`config.mk`:
```
export PLATFORM = sky130hd
export DESIGN_NAME = i2c_bus_scheduler_flat
export DESIGN_NICKNAME = d
export VERILOG_FILES = /design/src/rtl/i2c_bus_scheduler_if.sv /design/src/rtl/i2c_bus_scheduler.sv /design/src/flat_wrapper.sv
export SDC_FILE = /design/constraint.sdc
export NUM_CORES = 1
export LEC_CHECK = 0
export BUFFER_PORTS_ARGS = -buffer_cell sky130_fd_sc_hd__buf_2
export CORE_ASPECT_RATIO = 0.75
export CORE_UTILIZATION = 30
export CTS_BUF_LIST = sky130_fd_sc_hd__clkbuf_16
export DETAILED_ROUTE_END_ITERATION = 12
export PLACE_DENSITY = 0.48
export SETUP_SLACK_MARGIN = 0.4
export SLEW_MARGIN = 20
export SYNTH_ARGS = -nofsm -noshare
export SYNTH_HDL_FRONTEND = slang
export SYNTH_SLANG_ARGS = --single-unit
```
`constraint.sdc`:
```
create_clock -name clock -period 1.9 [get_ports clock]
set_clock_uncertainty 0.1 [all_clocks]
set_input_delay 0.095 -clock clock [delete_from_list [all_inputs] [get_ports clock]]
set_output_delay 0.095 -clock clock [all_outputs]
set_load 0.1 [all_outputs]
```
`src/rtl/i2c_bus_scheduler_if.sv`:
```
`default_nettype none
// ============================================================================
//  Module      : i2c_bus_scheduler_if
//  Description : Bus-side signal bundle of the I2C bus scheduler.
//                master : requester / pad side (drives request and pad levels)
//                slave  : scheduler side (drives grant, busy, timeout, lockout)
//  Signals     : request   [REQUEST_COUNT] per-requester bus request
//                scl_input / sda_input     raw asynchronous pad levels
//                grant     [REQUEST_COUNT] one-hot or zero grant
//                busy                      scheduler not idle
//                timeout                   one-cycle forced-revocation pulse
//                lockout   [REQUEST_COUNT] requesters barred after a timeout
//  Revision    : 1.0 - initial release
// ============================================================================
interface i2c_bus_scheduler_if #(
    parameter int REQUEST_COUNT = 4
);
    logic [REQUEST_COUNT-1:0] request;
    logic                     scl_input;
    logic                     sda_input;
    logic [REQUEST_COUNT-1:0] grant;
    logic                     busy;
    logic                     timeout;
    logic [REQUEST_COUNT-1:0] lockout;

    modport master (
        output request, scl_input, sda_input,
        input  grant, busy, timeout, lockout
    );

    modport slave (
        input  request, scl_input, sda_input,
        output grant, busy, timeout, lockout
    );
endinterface
`default_nettype wire

```
`src/rtl/i2c_bus_scheduler.sv`:
```
`default_nettype none
// ============================================================================
//  Module      : i2c_bus_scheduler
//  Description : Round-robin scheduler granting a shared I2C bus to one of
//                REQUEST_COUNT requesters. Enforces a bus-free gap between
//                grants and revokes a grant held for TIMEOUT_CYCLES, locking
//                the offender out until it drops its request.
//  Ports       : clock    - single clock
//                reset_n  - asynchronous active-low reset
//                bus      - slave modport of i2c_bus_scheduler_if
//  Parameters  : REQUEST_COUNT (2..8), GAP_CYCLES (>= 2), TIMEOUT_CYCLES
//  Revision    : 1.0 - initial release
// ============================================================================
module i2c_bus_scheduler #(
    parameter int REQUEST_COUNT  = 4,
    parameter int GAP_CYCLES     = 1000,
    parameter int TIMEOUT_CYCLES = 200_000_000
) (
    input  wire logic          clock,
    input  wire logic          reset_n,
    i2c_bus_scheduler_if.slave bus
);

    localparam int C_IDX_W   = $clog2(REQUEST_COUNT);
    localparam int C_MAX_CNT = (GAP_CYCLES > TIMEOUT_CYCLES) ? GAP_CYCLES : TIMEOUT_CYCLES;
    localparam int C_CNT_W   = $clog2(C_MAX_CNT + 1);

    localparam logic [C_CNT_W-1:0] C_CNT_ONE   = C_CNT_W'(1);
    localparam logic [C_CNT_W-1:0] C_HOLD_LAST = C_CNT_W'(TIMEOUT_CYCLES - 1);
    // The IDLE arbitration cycle is the last zero-grant cycle of the gap, so
    // GAP/RECOVER themselves last GAP_CYCLES-1 cycles.
    localparam logic [C_CNT_W-1:0] C_GAP_LAST  = C_CNT_W'(GAP_CYCLES - 2);
    localparam logic [C_IDX_W-1:0] C_IDX_ONE   = C_IDX_W'(1);
    localparam logic [C_IDX_W-1:0] C_LAST_INIT = C_IDX_W'(REQUEST_COUNT - 1);

    typedef enum logic [1:0] {
        S_IDLE    = 2'd0,
        S_GRANTED = 2'd1,
        S_GAP     = 2'd2,
        S_RECOVER = 2'd3
    } state_t;

    state_t                   r_state;
    state_t                   w_state_nxt;
    logic [1:0]               r_scl_sync;
    logic [1:0]               r_sda_sync;
    logic [REQUEST_COUNT-1:0] r_grant;
    logic [REQUEST_COUNT-1:0] w_grant_nxt;
    logic [REQUEST_COUNT-1:0] r_lockout;
    logic [REQUEST_COUNT-1:0] w_lock_set;
    logic                     r_timeout;
    logic                     w_timeout_nxt;
    logic [C_CNT_W-1:0]       r_cnt;
    logic [C_CNT_W-1:0]       w_cnt_nxt;
    logic [C_IDX_W-1:0]       r_winner;
    logic [C_IDX_W-1:0]       w_winner_nxt;
    logic [C_IDX_W-1:0]       r_last;
    logic [C_IDX_W-1:0]       w_last_nxt;
    logic [C_IDX_W-1:0]       w_scan;
    logic [C_IDX_W-1:0]       w_pick;
    logic                     w_found;
    logic                     w_bus_idle;
    logic [REQUEST_COUNT-1:0] w_eligible;

    // Pad synchronizers reset to 1 so an idle bus is assumed out of reset.
    always_ff @(posedge clock or negedge reset_n) begin
        if (!reset_n) begin
            r_scl_sync <= 2'b11;
            r_sda_sync <= 2'b11;
        end else begin
            r_scl_sync <= {r_scl_sync[0], bus.scl_input};
            r_sda_sync <= {r_sda_sync[0], bus.sda_input};
        end
    end

    assign w_bus_idle = r_scl_sync[1] & r_sda_sync[1];
    assign w_eligible = bus.request & ~r_lockout;

    // Round-robin search: walk from last_winner+1 upward with wrap-around and
    // take the first eligible requester.
    always_comb begin
        w_found = 1'b0;
        w_pick  = '0;
        w_scan  = r_last;
        for (int k = 0; k < REQUEST_COUNT; k++) begin
            w_scan = (w_scan == C_LAST_INIT) ? '0 : w_scan + C_IDX_ONE;
            if (!w_found && w_eligible[w_scan]) begin
                w_found = 1'b1;
                w_pick  = w_scan;
            end
        end
    end

    always_ff @(posedge clock or negedge reset_n) begin
        if (!reset_n) begin
            r_state   <= S_IDLE;
            r_grant   <= '0;
            r_timeout <= 1'b0;
            r_lockout <= '0;
            r_cnt     <= '0;
            r_winner  <= '0;
            r_last    <= C_LAST_INIT;
        end else begin
            r_state   <= w_state_nxt;
            r_grant   <= w_grant_nxt;
            r_timeout <= w_timeout_nxt;
            // A set only happens while the request is high, so set and clear
            // can never collide on the same bit.
            r_lockout <= w_lock_set | (r_lockout & bus.request);
            r_cnt     <= w_cnt_nxt;
            r_winner  <= w_winner_nxt;
            r_last    <= w_last_nxt;
        end
    end

    always_comb begin
        w_state_nxt   = r_state;
        w_grant_nxt   = r_grant;
        w_timeout_nxt = 1'b0;
        w_lock_set    = '0;
        w_cnt_nxt     = r_cnt;
        w_winner_nxt  = r_winner;
        w_last_nxt    = r_last;
        case (r_state)
            S_IDLE: begin
                w_grant_nxt = '0;
                w_cnt_nxt   = '0;
                if (w_bus_idle && w_found) begin
                    w_grant_nxt[w_pick] = 1'b1;
                    w_winner_nxt        = w_pick;
                    w_last_nxt          = w_pick;
                    w_state_nxt         = S_GRANTED;
                end
            end
            S_GRANTED: begin
                // A release in the limit cycle wins over the timeout.
                if (!bus.request[r_winner]) begin
                    w_grant_nxt = '0;
                    w_cnt_nxt   = '0;
                    w_state_nxt = S_GAP;
                end else if (r_cnt == C_HOLD_LAST) begin
                    w_grant_nxt          = '0;
                    w_cnt_nxt            = '0;
                    w_timeout_nxt        = 1'b1;
                    w_lock_set[r_winner] = 1'b1;
                    w_state_nxt          = S_RECOVER;
                end else begin
                    w_cnt_nxt = r_cnt + C_CNT_ONE;
                end
            end
            S_GAP, S_RECOVER: begin
                w_grant_nxt = '0;
                if (r_cnt >= C_GAP_LAST) begin
                    w_cnt_nxt   = '0;
                    w_state_nxt = S_IDLE;
                end else begin
                    w_cnt_nxt = r_cnt + C_CNT_ONE;
                end
            end
            default: begin
                w_grant_nxt = '0;
                w_cnt_nxt   = '0;
                w_state_nxt = S_IDLE;
            end
        endcase
    end

    assign bus.grant   = r_grant;
    assign bus.busy    = (r_state != S_IDLE);
    assign bus.timeout = r_timeout;
    assign bus.lockout = r_lockout;

endmodule
`default_nettype wire

```
`src/flat_wrapper.sv`:
```
// flat-port wrapper written by rule: the top's interface ports become plain ports
module i2c_bus_scheduler_flat 
#(
    parameter int REQUEST_COUNT  = 4,
    parameter int GAP_CYCLES     = 1000,
    parameter int TIMEOUT_CYCLES = 200_000_000
)
  (clock, reset_n, bus_request, bus_scl_input, bus_sda_input, bus_grant, bus_busy, bus_timeout, bus_lockout);
  i2c_bus_scheduler_if #(.REQUEST_COUNT(REQUEST_COUNT)) bus_i ();
  input  wire logic clock;
  input  wire logic reset_n;
  input wire logic [$bits(bus_i.request)-1:0] bus_request;
  input wire logic [$bits(bus_i.scl_input)-1:0] bus_scl_input;
  input wire logic [$bits(bus_i.sda_input)-1:0] bus_sda_input;
  output wire logic [$bits(bus_i.grant)-1:0] bus_grant;
  output wire logic [$bits(bus_i.busy)-1:0] bus_busy;
  output wire logic [$bits(bus_i.timeout)-1:0] bus_timeout;
  output wire logic [$bits(bus_i.lockout)-1:0] bus_lockout;
  assign bus_i.request = bus_request;
  assign bus_i.scl_input = bus_scl_input;
  assign bus_i.sda_input = bus_sda_input;
  assign bus_grant = bus_i.grant;
  assign bus_busy = bus_i.busy;
  assign bus_timeout = bus_i.timeout;
  assign bus_lockout = bus_i.lockout;
  i2c_bus_scheduler #(.REQUEST_COUNT(REQUEST_COUNT), .GAP_CYCLES(GAP_CYCLES), .TIMEOUT_CYCLES(TIMEOUT_CYCLES)) u_core (.clock(clock), .reset_n(reset_n), .bus(bus_i));
endmodule
```
==> results.toml <==
[run_status]
outcome = "finished with violations"
violations = "negative setup slack"

[timing]
post-route-min-period_ns = 2.07
tightestPinTransition_ns = 0.491
setup_viol = 36
hold_violations = 0
period_share_pct = 109
timing.final.ws_setup_ns = -0.175
holdWs_ns = 0.222
slew_headroom_pct = 67.5
max_freq_mhz = 482
final_max_slew_viol_count = 0
grt_setup_unrepaired = "yes"

[yosys]
synth_common_cells = "nor2_1, dfrtp_1, xnor2_1"
yosysWarnings = 0
synthCells = 229
yosys_most_used_dff = "dfrtp_1"
synth_nets = 240
synth_top_area_cell = "dfrtp_1"
synthAdderAreaFrac_pct = 1.61
muxShareOfSynthArea_pct = 1.93
yosysMostFrequentCell = "nor2_1"
synth_compound_area_share_pct = 7.51
synth_top_area_share_pct = 44.0
synth_xor_area_share_pct = 9.76
netlist_area_um2 = 2330
synthTopCellsByArea = "dfrtp_1, xnor2_1, nor2_1"
synth-edff-count = 0
synth_area_per_cell_um2 = 10.2
synth-simple-area-share_pct = 25.1
synth.ff_latch_count = 47
ys_seq_area_share_pct = 50.7
synthArstFlopShare_pct = 100
synth_top_family_by_area = "simple AND/OR/NAND/NOR gates"
yosys.cell_types.count = 45

[detailed_routing]
routed_wl_mm = 5.68
drc = 0
via_per_inst = 4.55
wl_per_cell_um = 13.7
vias = 1885
ant_nets = 0
drtIter0Drc = 35
drtPass1Iterations = 4

[floorplan]
io_pins = 18
die_w_um = 104
start_util_pct = 31.4
rows = 27
die_h_um = 78.4
die_area_um2 = 8140
fp.coreArea_um2 = 7430

[clock_network]
clock_latency_ns = 0.29
cts-root-buf = "clkbuf_16"
cts.sinks = 47
cts_inserted_buffers = 5
max-clock-path-buffers = 2
cts_tree = "yes"
htreeDepth = 2
clkTransAtPathRegs_ns = 0.07

[min_path]
hold_class = "primary input to async pin"

[placed_design]
portBuffers = 17
dpl_worst_slack_ns = -0.348
hpwl_mm = 3.60
place_congestion = 0.707

[finish]
synthToLayoutAreaGrowth_pct = 51.0
multi_input_area_um2 = 1350
layout-drive-gt1-share_pct = 47.3
nets = 323
num_antenna_cells = 0
fillCellCount = 716
seq_area_um2 = 1200

[global_routing]
gr-usage-met3_pct = 2.82
antenna_found_initial = 0
grt_overflow_total = 0
grt_max_degree = 48
grt_use_total_pct = 15.1
busiest_layer = "met1"
grtUsageMet2_pct = 21.0
grt_first_pass_wirelength_mm = 9.47
grt.met1_usage_pct = 23.0
grt_pass1_vias = 1850

[pwr]
peakVddDrop_mv = 0.320
p_leak_nw = 1.57
p_per_area_nw_per_um2 = 568
total_power_mw = 2.00

[worst_setup_path]
required_ns = 1.98
path_class = "register to register"
crit_buf_inv = 2
end_kind = "register"
cp_slowest_cell = "or4_4"
cp_cell_sequence = "or4_4 -> nor4_4 -> buf_4 -> a41oi_4 -> nor2_4 -> clkbuf_16 -> nor2_2"
arrival_ns = 2.16
cp_top_family = "simple AND/OR/NAND/NOR gates"
path_max_fanout = 5
critPathLaunchType = "register"
slowest_delay_ns = 0.55

[flow_run]
maxCapViolCount = 0
[flip-flops by register name, summed over array words and instances, names as in the netlist]
name and cells:
u_core.r_last 2, u_core.bus.lockout 4, u_core.r_cnt 28, u_core.r_sda_sync 2, u_core.r_state 2, u_core.r_scl_sync 2
u_core.bus.grant 4, u_core.r_winner 2, u_core.bus.timeout 1
[cells by family after synthesis]
logic type	after synthesis
buffers and inverters	16
adders and majority gates	3
DFF	47
AOI/OAI and AO/OA	21
muxes	3
xor gates and xnor gates	26
and+or+nand+nor	113
[worst reg2reg max path, stage by stage, from the launching register on]
cell and delay (ns):
dfrtp_1 0.38, or4_4 0.55, nor4_4 0.16, buf_4 0.16
a41oi_4 0.16, nor2_4 0.22, clkbuf_16 0.20, nor2_2 0.04
[cell usage in the layout, fill, tap and decap left out, types with 2 or more instances in the layout]
master / instances
clkbuf_16: 6
xor2_1: 4
buf_6: 5
nor2_1: 19
nand2_1: 18
nor4_1: 3
a22o_1: 2
buf_12: 3
nor2_2: 17
nand2b_4: 2
o221ai_1: 2
nor4_4: 4
dlygate4sd3_1: 7
nor3_1: 6
o21ai_2: 2
mux2_4: 2
nor2b_4: 2
nand2b_1: 2
nor2b_1: 3
or2_4: 2
dfrtp_1: 37
nor2_4: 9
ha_1: 2
buf_2: 17
inv_1: 9
nand4_1: 3
dfrtp_4: 4
a21o_1: 2
dfstp_2: 6
xnor2_1: 22
and4_1: 2
nand3_1: 11
buf_4: 48
[path summary, 6_finish.rpt]
| path | from | to | slack (ns) | cells past startpoint |
|---|---|---|---|---|
| min in group clock | u_core.r_sda_sync[0] | u_core.r_sda_sync[1] | 0.26 | 0 |
| hold / removal | reset_n | u_core.r_cnt[9] | 0.22 | 3 |
| hold reg to reg | u_core.r_sda_sync[0] | u_core.r_sda_sync[1] | 0.26 | 0 |
| max in group asynchronous | reset_n | u_core.r_last[1] | 1.20 | 3 |
| setup reg to reg | u_core.r_cnt[10] | u_core.r_cnt[16] | -0.17 | 7 |
| setup / recovery | u_core.r_cnt[10] | u_core.r_cnt[16] | -0.17 | 7 |
[layout make-up]
| cell class | instances | share of cell area (%) |
|---|---|---|
| Tap cell | 101 | 3.59 |
| Sequential cell | 47 | 34.0 |
| Clock buffer | 5 | 3.55 |
| Clock inverter | 3 | 0.781 |
| Inverter | 10 | 1.07 |
| Multi-Input combinational cell | 167 | 38.4 |
| Timing Repair Buffer | 81 | 18.6 |
[through the flow]
step / cells / TNS (ns) / utilization (%) / area [µm²]
6_report: 414 / -4.65 / 47.4 / 3520
5_1_grt: 414 / -7.61 / 47.4 / 3520
4_1_cts: 409 / -3.97 / 44.6 / 3320
3_5_place_dp: 383 / -9.31 / 39.1 / 2900
3_3_place_gp: 383 / -8.53 / 39.1 / 2900
2_1_floorplan: 229 / -1.79 / - / 2400
[timing repair]
item / 4_1_cts / 5_1_grt
hold endpoints to repair: 53 / 0
buffers inserted: 10 / 4
endpoints found under the setup margin: 43 / 44
gates cloned: 1 / 1
hold buffers: 7 / 0
gates resized for setup: 18 / 38
pin swaps: 15 / 11
[per-layer routing]
| metal | wire, µm | vias up |
|---|---|---|
| li1 | - | 954 |
| met1 | 3080 | 909 |
| met2 | 2420 | 20 |
| met3 | 150 | 2 |
| met4 | 31 | 0 |
| met5 | 0 | - |
[report_power, final]
group	total (mW)	switching [mW]	internal, mW	leakage, nW
clock network	0.905	0.404	0.502	0.0723
logic	0.0869	0.0465	0.0404	0.892
registers	1.01	0.00233	1.01	0.603
No activity file was read; power rests on OpenSTA's default activity.
